==> src/rtl/overcooked_pkg.sv <==
// Shared definitions for the kitchen game: object codes, directions, grid size,
// player-action FSM states and the result of one grab/place decision.
package overcooked_pkg;

  localparam logic [3:0] G_EMPTY         = 4'd0;
  localparam logic [3:0] G_ONION_WHOLE   = 4'd1;
  localparam logic [3:0] G_ONION_CHOPPED = 4'd2;
  localparam logic [3:0] G_BOWL_EMPTY    = 4'd3;
  localparam logic [3:0] G_BOWL_FULL     = 4'd4;
  localparam logic [3:0] G_POT_EMPTY     = 4'd5;
  localparam logic [3:0] G_POT_RAW       = 4'd6;
  localparam logic [3:0] G_POT_COOKED    = 4'd7;
  localparam logic [3:0] G_POT_FIRE      = 4'd8;
  localparam logic [3:0] G_FIRE          = 4'd9;
  localparam logic [3:0] G_EXTINGUISHER  = 4'd10;

  localparam logic [1:0] DIR_LEFT  = 2'd0;
  localparam logic [1:0] DIR_RIGHT = 2'd1;
  localparam logic [1:0] DIR_UP    = 2'd2;
  localparam logic [1:0] DIR_DOWN  = 2'd3;

  localparam int GRID_W_DEF = 13;
  localparam int GRID_H_DEF = 8;

  typedef enum logic [1:0] {ST_IDLE, ST_EVAL, ST_WRITE, ST_CHOP} pa_state_t;

  typedef struct packed {
    logic       hit;
    logic [3:0] wobj;
    logic [3:0] held;
  } action_t;

endpackage

==> src/rtl/player_action_if.sv <==
// Single-cycle write port into the object grid owner.
interface player_action_if;
  logic       grid_we;
  logic [3:0] grid_wx;
  logic [2:0] grid_wy;
  logic [3:0] grid_wobj;

  modport master (output grid_we, grid_wx, grid_wy, grid_wobj);
  modport slave  (input  grid_we, grid_wx, grid_wy, grid_wobj);
endinterface

==> src/rtl/player_action_target_cell.sv <==
// Faced-cell calculator shared with check_in_front so both agree on the target.
module target_cell
  import overcooked_pkg::*;
#(
  parameter int GRID_W = GRID_W_DEF,
  parameter int GRID_H = GRID_H_DEF
) (
  input  logic [3:0] grid_x,
  input  logic [2:0] grid_y,
  input  logic [1:0] direction,
  output logic [3:0] tgt_x,
  output logic [2:0] tgt_y,
  output logic       tgt_valid
);
  localparam logic [3:0] X_MAX = 4'(GRID_W - 1);
  localparam logic [2:0] Y_MAX = 3'(GRID_H - 1);

  always_comb begin
    tgt_x     = grid_x;
    tgt_y     = grid_y;
    tgt_valid = 1'b0;
    case (direction)
      DIR_LEFT: begin
        tgt_x     = grid_x - 4'd1;
        tgt_valid = (grid_x != 4'd0);
      end
      DIR_RIGHT: begin
        tgt_x     = grid_x + 4'd1;
        tgt_valid = (grid_x < X_MAX);
      end
      DIR_UP: begin
        tgt_y     = grid_y - 3'd1;
        tgt_valid = (grid_y != 3'd0);
      end
      DIR_DOWN: begin
        tgt_y     = grid_y + 3'd1;
        tgt_valid = (grid_y < Y_MAX);
      end
      default: tgt_valid = 1'b0;
    endcase
  end
endmodule

==> src/rtl/player_action.sv <==
// Executes the player's grab/place and chop actions on the faced cell, tracks
// the held item and issues one-cycle writes to the object grid.
module player_action
  import overcooked_pkg::*;
#(
  parameter int CHOP_TICKS = 60,
  parameter int GRID_W     = GRID_W_DEF,
  parameter int GRID_H     = GRID_H_DEF
) (
  input  logic        clk_in,
  input  logic        rst_in_n,
  input  logic        frame_tick_in,
  input  logic        grab_in,
  input  logic        chop_in,
  input  logic [3:0]  grid_x,
  input  logic [2:0]  grid_y,
  input  logic [1:0]  player_direction,
  input  logic [3:0]  obj_front,
  player_action_if.master grid,
  output logic [3:0]  held_obj,
  output logic [7:0]  chop_progress,
  output logic        busy
);
  localparam logic [7:0] CHOP_MAX = 8'(CHOP_TICKS);

  logic [3:0] tgt_x;
  logic [2:0] tgt_y;
  logic       tgt_valid;

  pa_state_t  state, state_nxt;
  logic [3:0] lat_x, lat_front, lat_held;
  logic [2:0] lat_y;
  logic       lat_valid;
  logic       wr_go;
  logic [3:0] wr_obj, held_nxt;
  logic [7:0] prog_nxt;
  action_t    act;

  target_cell #(.GRID_W(GRID_W), .GRID_H(GRID_H)) u_target_cell (
    .grid_x    (grid_x),
    .grid_y    (grid_y),
    .direction (player_direction),
    .tgt_x     (tgt_x),
    .tgt_y     (tgt_y),
    .tgt_valid (tgt_valid)
  );

  // First matching rule wins; codes above G_EXTINGUISHER never match.
  function automatic action_t eval_action(input logic [3:0] held, input logic [3:0] front);
    action_t a;
    a = '{hit: 1'b1, wobj: G_EMPTY, held: held};
    if (held == G_EMPTY && (front inside {G_ONION_WHOLE, G_ONION_CHOPPED, G_BOWL_EMPTY,
                                          G_BOWL_FULL, G_EXTINGUISHER}))
      a.held = front;
    else if (held == G_ONION_CHOPPED && front == G_POT_EMPTY)
      a = '{hit: 1'b1, wobj: G_POT_RAW, held: G_EMPTY};
    else if (held == G_BOWL_EMPTY && front == G_POT_COOKED)
      a = '{hit: 1'b1, wobj: G_POT_EMPTY, held: G_BOWL_FULL};
    else if (held == G_EXTINGUISHER && front == G_POT_FIRE)
      a.wobj = G_POT_EMPTY;
    else if (held == G_EXTINGUISHER && front == G_FIRE)
      a.wobj = G_EMPTY;
    else if (held != G_EMPTY && front == G_EMPTY)
      a = '{hit: 1'b1, wobj: held, held: G_EMPTY};
    else
      a.hit = 1'b0;
    return a;
  endfunction

  function automatic logic [7:0] sat_inc(input logic [7:0] v);
    return (v >= CHOP_MAX) ? CHOP_MAX : v + 8'd1;
  endfunction

  assign act  = eval_action(lat_held, lat_front);
  assign busy = (state != ST_IDLE);

  always_comb begin
    state_nxt = state;
    wr_go     = 1'b0;
    wr_obj    = G_EMPTY;
    held_nxt  = held_obj;
    prog_nxt  = chop_progress;
    case (state)
      ST_IDLE: begin
        if (grab_in)
          state_nxt = ST_EVAL;
        else if (chop_in && held_obj == G_EMPTY && obj_front == G_ONION_WHOLE && tgt_valid)
          state_nxt = ST_CHOP;
      end
      ST_EVAL: begin
        if (lat_valid && act.hit) begin
          state_nxt = ST_WRITE;
          wr_go     = 1'b1;
          wr_obj    = act.wobj;
          held_nxt  = act.held;
        end else begin
          state_nxt = ST_IDLE;
        end
      end
      ST_WRITE: begin
        state_nxt = ST_IDLE;
        prog_nxt  = '0;
      end
      ST_CHOP: begin
        if (!chop_in || obj_front != G_ONION_WHOLE) begin
          state_nxt = ST_IDLE;
          prog_nxt  = '0;
        end else if (frame_tick_in) begin
          prog_nxt = sat_inc(chop_progress);
          if (prog_nxt == CHOP_MAX) begin
            state_nxt = ST_WRITE;
            wr_go     = 1'b1;
            wr_obj    = G_ONION_CHOPPED;
          end
        end
      end
      default: state_nxt = ST_IDLE;
    endcase
  end

  always_ff @(posedge clk_in or negedge rst_in_n) begin
    if (!rst_in_n) begin
      state          <= ST_IDLE;
      held_obj       <= G_EMPTY;
      chop_progress  <= '0;
      grid.grid_we   <= 1'b0;
      grid.grid_wx   <= '0;
      grid.grid_wy   <= '0;
      grid.grid_wobj <= '0;
    end else begin
      state         <= state_nxt;
      held_obj      <= held_nxt;
      chop_progress <= prog_nxt;
      grid.grid_we  <= wr_go;
      if (wr_go) begin
        grid.grid_wx   <= lat_x;
        grid.grid_wy   <= lat_y;
        grid.grid_wobj <= wr_obj;
      end
    end
  end

  // Snapshot of the request, refreshed every idle cycle so the value taken on
  // the IDLE->EVAL/CHOP edge is the one acted on.
  always_ff @(posedge clk_in) begin
    if (state == ST_IDLE) begin
      lat_x     <= tgt_x;
      lat_y     <= tgt_y;
      lat_valid <= tgt_valid;
      lat_front <= obj_front;
      lat_held  <= held_obj;
    end
  end
endmodule
==> src/flat_wrapper.sv <==
// flat-port wrapper written by rule: the top's interface ports become plain ports
module player_action_flat import overcooked_pkg::*;
#(
  parameter int CHOP_TICKS = 60,
  parameter int GRID_W     = GRID_W_DEF,
  parameter int GRID_H     = GRID_H_DEF
)
  (clk_in, rst_in_n, frame_tick_in, grab_in, chop_in, grid_x, grid_y, player_direction, obj_front, held_obj, chop_progress, busy, grid_grid_we, grid_grid_wx, grid_grid_wy, grid_grid_wobj);
  player_action_if grid_i ();
  input  logic clk_in;
  input  logic rst_in_n;
  input  logic frame_tick_in;
  input  logic grab_in;
  input  logic chop_in;
  input  logic [3:0] grid_x;
  input  logic [2:0] grid_y;
  input  logic [1:0] player_direction;
  input  logic [3:0] obj_front;
  output logic [3:0] held_obj;
  output logic [7:0] chop_progress;
  output logic busy;
  output wire logic [$bits(grid_i.grid_we)-1:0] grid_grid_we;
  output wire logic [$bits(grid_i.grid_wx)-1:0] grid_grid_wx;
  output wire logic [$bits(grid_i.grid_wy)-1:0] grid_grid_wy;
  output wire logic [$bits(grid_i.grid_wobj)-1:0] grid_grid_wobj;
  assign grid_grid_we = grid_i.grid_we;
  assign grid_grid_wx = grid_i.grid_wx;
  assign grid_grid_wy = grid_i.grid_wy;
  assign grid_grid_wobj = grid_i.grid_wobj;
  player_action #(.CHOP_TICKS(CHOP_TICKS), .GRID_W(GRID_W), .GRID_H(GRID_H)) u_core (.clk_in(clk_in), .rst_in_n(rst_in_n), .frame_tick_in(frame_tick_in), .grab_in(grab_in), .chop_in(chop_in), .grid_x(grid_x), .grid_y(grid_y), .player_direction(player_direction), .obj_front(obj_front), .grid(grid_i), .held_obj(held_obj), .chop_progress(chop_progress), .busy(busy));
endmodule
==> config.mk <==
export PLATFORM = sky130hd
export DESIGN_NAME = player_action_flat
export DESIGN_NICKNAME = d
export VERILOG_FILES = /design/src/rtl/overcooked_pkg.sv /design/src/rtl/player_action_if.sv /design/src/rtl/player_action_target_cell.sv /design/src/rtl/player_action.sv /design/src/flat_wrapper.sv
export SDC_FILE = /design/constraint.sdc
export NUM_CORES = 1
export LEC_CHECK = 0
export ABC_CLOCK_PERIOD_IN_PS = 5100
export BUFFER_PORTS_ARGS = -buffer_cell sky130_fd_sc_hd__buf_4
export CAP_MARGIN = 40
export CORE_ASPECT_RATIO = 1.5
export CORE_MARGIN = 4
export CORE_UTILIZATION = 42
export DETAILED_ROUTE_END_ITERATION = 8
export GPL_TIMING_DRIVEN = 0
export PLACE_DENSITY = 0.68
export SLEW_MARGIN = 20
export SYNTH_ARGS = -nofsm -noshare
export SYNTH_HDL_FRONTEND = slang
export SYNTH_SLANG_ARGS = --single-unit
==> constraint.sdc <==
create_clock -name clk_in -period 5.1 [get_ports clk_in]
set_input_delay 0 -clock clk_in [delete_from_list [all_inputs] [get_ports clk_in]]
set_output_delay 0 -clock clk_in [all_outputs]
set_load 0.005 [all_outputs]
==> flow_summary.toml <==
[global_routing]
grt_max_degree = 27
first_global_vias = 1778
grt_use_total_pct = 16.0
grt_pass1_wl_um = 8220
antenna_found_initial = 0
grt.overflow.total = 0

[clock_network]
clk_path_buf_depth = 2
numCtsBuffers = 5
cts_tree = "yes"
clkTransAtPathRegs_ns = 0.08
h-tree-depth = 2
cts-root-buf = "clkbuf_8"
clk_latency_ns = 0.29
clock_sinks = 42

[place]
dp_hpwl_um = 3630
gp_congestion = 0.823
io_buffers = 42
dp_slack_ns = 2.28
dpl_cell_area_sq_um = 2670

[drt]
ant_nets = 0
drc = 0
wl_met1_um = 1900
maxUsedRoutingLayer = "met4"
met3_length_um = 202
drtIter0Drc = 123
wl_met2_um = 2520
wire_per_inst_um = 14.7
wl_um = 4750
vias = 1750
dr.pass1.iters = 4
vias_per_cell = 5.42

[timing]
setup_ws_ns = 2.28
fin_crit_sh_pct = 55.2
drv_slew = 0
fin_crit_ns = 2.82
hold_viol_final = 0
fmax_mhz = 355
setup_violations = 0
skew_ns = 0.00675
worst_pin_slew_ns = 0.835
rsz0062_at_grt = "no"
fin_tns_setup_ns = 0
relSlewSlack_pct = 43.8

[worst_setup_path]
end_kind = "flip-flop"
r2r_slack_ns = 2.28
r2r_start = "u_core.lat_held[3]$_DFFE_PN_"
cp-start-kind = "flip-flop"
crit_path_start = "u_core.lat_held[3]$_DFFE_PN_"
required_ns = 5.28
criticalPathCategory = "flip-flop to flip-flop"
worstPathArrival_ns = 3.00
cp-endpoint = "u_core.grid.grid_wx[0]$_DFFE_PN0P_"
rr_worst_depth = 6
reg2reg_to = "u_core.grid.grid_wx[0]$_DFFE_PN0P_"
worstPathMaxFanout = 9

[yosys]
synth_area_leaders = "dfrtp_1 29%, edfxtp_1 21%, mux2_2 6.5%"
synthFlopType = "dfrtp_1"
syn-num-nets = 221
ys_seq_area_share_pct = 50.1
synth_edf_count = 16
postSynthCellCount = 197
yosys.area.top_type_share_pct = 28.8
yosysWarnings = 0
synthArstFlopShare_pct = 61.9
synth_top_area_cell = "dfrtp_1"
yosys_register_bits = 42
synth_cell_types = 56
syn_area_sq_um = 2260
avgSynthCellArea_sq_um = 11.5

[layout]
final_cell_mix = "42 x buf_4, 26 x dfrtp_1, 16 x edfxtp_1, 13 x nand2_1, 13 x mux2_2"
insertedDiodeCount = 0
final_nets = 278
final_common_cell = "buf_4"
layout-drive-gt1-share_pct = 28.6
final_area_sq_um = 2830
areaGrowthSynthToFinish_pct = 25.3

[die]
fp.dieH_um = 97.8
die_w_um = 67.9
ios = 43
die_area_sq_um = 6640
core_area_sq_um = 5160
num_rows = 32
start_util_pct = 43.7

[run_status]
status = "finished clean"

[power_and_ir_drop]
ir_drop_mv = 0.167
p_leak_nw = 1.26
p_per_area_nw_per_um2 = 375
p_total_mw = 1.06

[min_path]
min_path_type = "input port to flip-flop"

[run]
cap_violations = 0
routing by layer:
| metal | vias up | GRT usage, % |
|---|---|---|
| met5 | - | 0 |
| met4 | 0 | 7.81 |
| met3 | 9 | 3.45 |
| met2 | 34 | 26.9 |
| met1 | 844 | 18.8 |
| li1 | 863 | - |
what timing repair did:
item,4_1_cts,5_1_grt
setup buffers,0,0
gates resized for setup,0,0
hold buffers,7,0
hold endpoints to repair,32,0
how the worst min path moves through the flow:
stage,cells after the start,end,start
4_1_cts,2,u_core.lat_x[3]$_DFFE_PN_,grid_x[3]
2_1_floorplan,0,u_core.chop_progress[0]$_DFFE_PN0P_,rst_in_n
3_3_place_gp,1,u_core.chop_progress[0]$_DFFE_PN0P_,rst_in_n
3_5_place_dp,1,u_core.grid.grid_wobj[2]$_DFFE_PN0P_,rst_in_n
6_report,2,u_core.lat_x[3]$_DFFE_PN_,grid_x[3]
5_1_grt,2,u_core.lat_x[3]$_DFFE_PN_,grid_x[3]
where the power goes:
part	internal, mW	leakage, nW	switching (mW)
logic	0.181	0.706	0.148
registers	0.455	0.503	0.0660
clock network	0.0963	0.0483	0.116
final cells by class:
class / count / area, sq um
Fill cell: 465 / 2340
Sequential cell: 42 / 1130
Multi-Input combinational cell: 136 / 1050
Timing Repair Buffer: 50 / 397
Tap cell: 68 / 85.1
Clock buffer: 5 / 68.8
Inverter: 11 / 41.3
Buffer: 8 / 38.8
Clock inverter: 3 / 18.8
worst max-delay path: stages, from the launching register on:
cell	delay, ns
edfxtp_1	0.50
or4_1	0.54
clkbuf_2	0.16
and2_0	0.15
o41a_1	0.45
a211oi_4	0.51
mux2_2	0.39
flip-flops by register name (all words and copies together) (netlist names):
register and count:
u_core.lat_valid 1, u_core.grid.grid_we 1, u_core.lat_held 4, u_core.grid.grid_wx 4, u_core.grid.grid_wy 3, u_core.chop_progress 8, u_core.grid.grid_wobj 4, u_core.lat_y 3
u_core.state 2, u_core.lat_front 4, u_core.lat_x 4, u_core.held_obj 4
synth_stat cells, types with 3 or more instances:
cell type and instances:
nand3_1 4, nor4b_1 5, mux2_2 13, o22a_1 3, o21ai_0 7, a21oi_1 5
a32o_1 3, xnor2_1 6, nor4_1 4, and2_1 3, nand2_1 13, xor2_1 3
dfrtp_1 26, or4_1 4, edfxtp_1 16, ha_1 4, inv_1 11, nor2_1 11
clkbuf_1 6, o31a_1 3
cells by family after synthesis:
group           after synthesis  synth area share [%]
compound gates               45                  15.9
simple gates                 61                  15.6
buf+inv                      19                  3.55
xor+xnor                      9                  3.49
fa+ha+maj                     6                  3.99
mux                          15                  7.37
flops                        42                  50.1
per-stage QoR:
step	util [%]	hold WS, ns	instances
after global routing	54.8	0.0117	323
after CTS	54.8	0.00967	323
final	54.8	0.0155	323
after detailed placement	51.7	-0.0729	308
after global placement	51.5	-0.0731	307
after floorplan	-	-0.296	197
(Power assumes the default switching activity.)
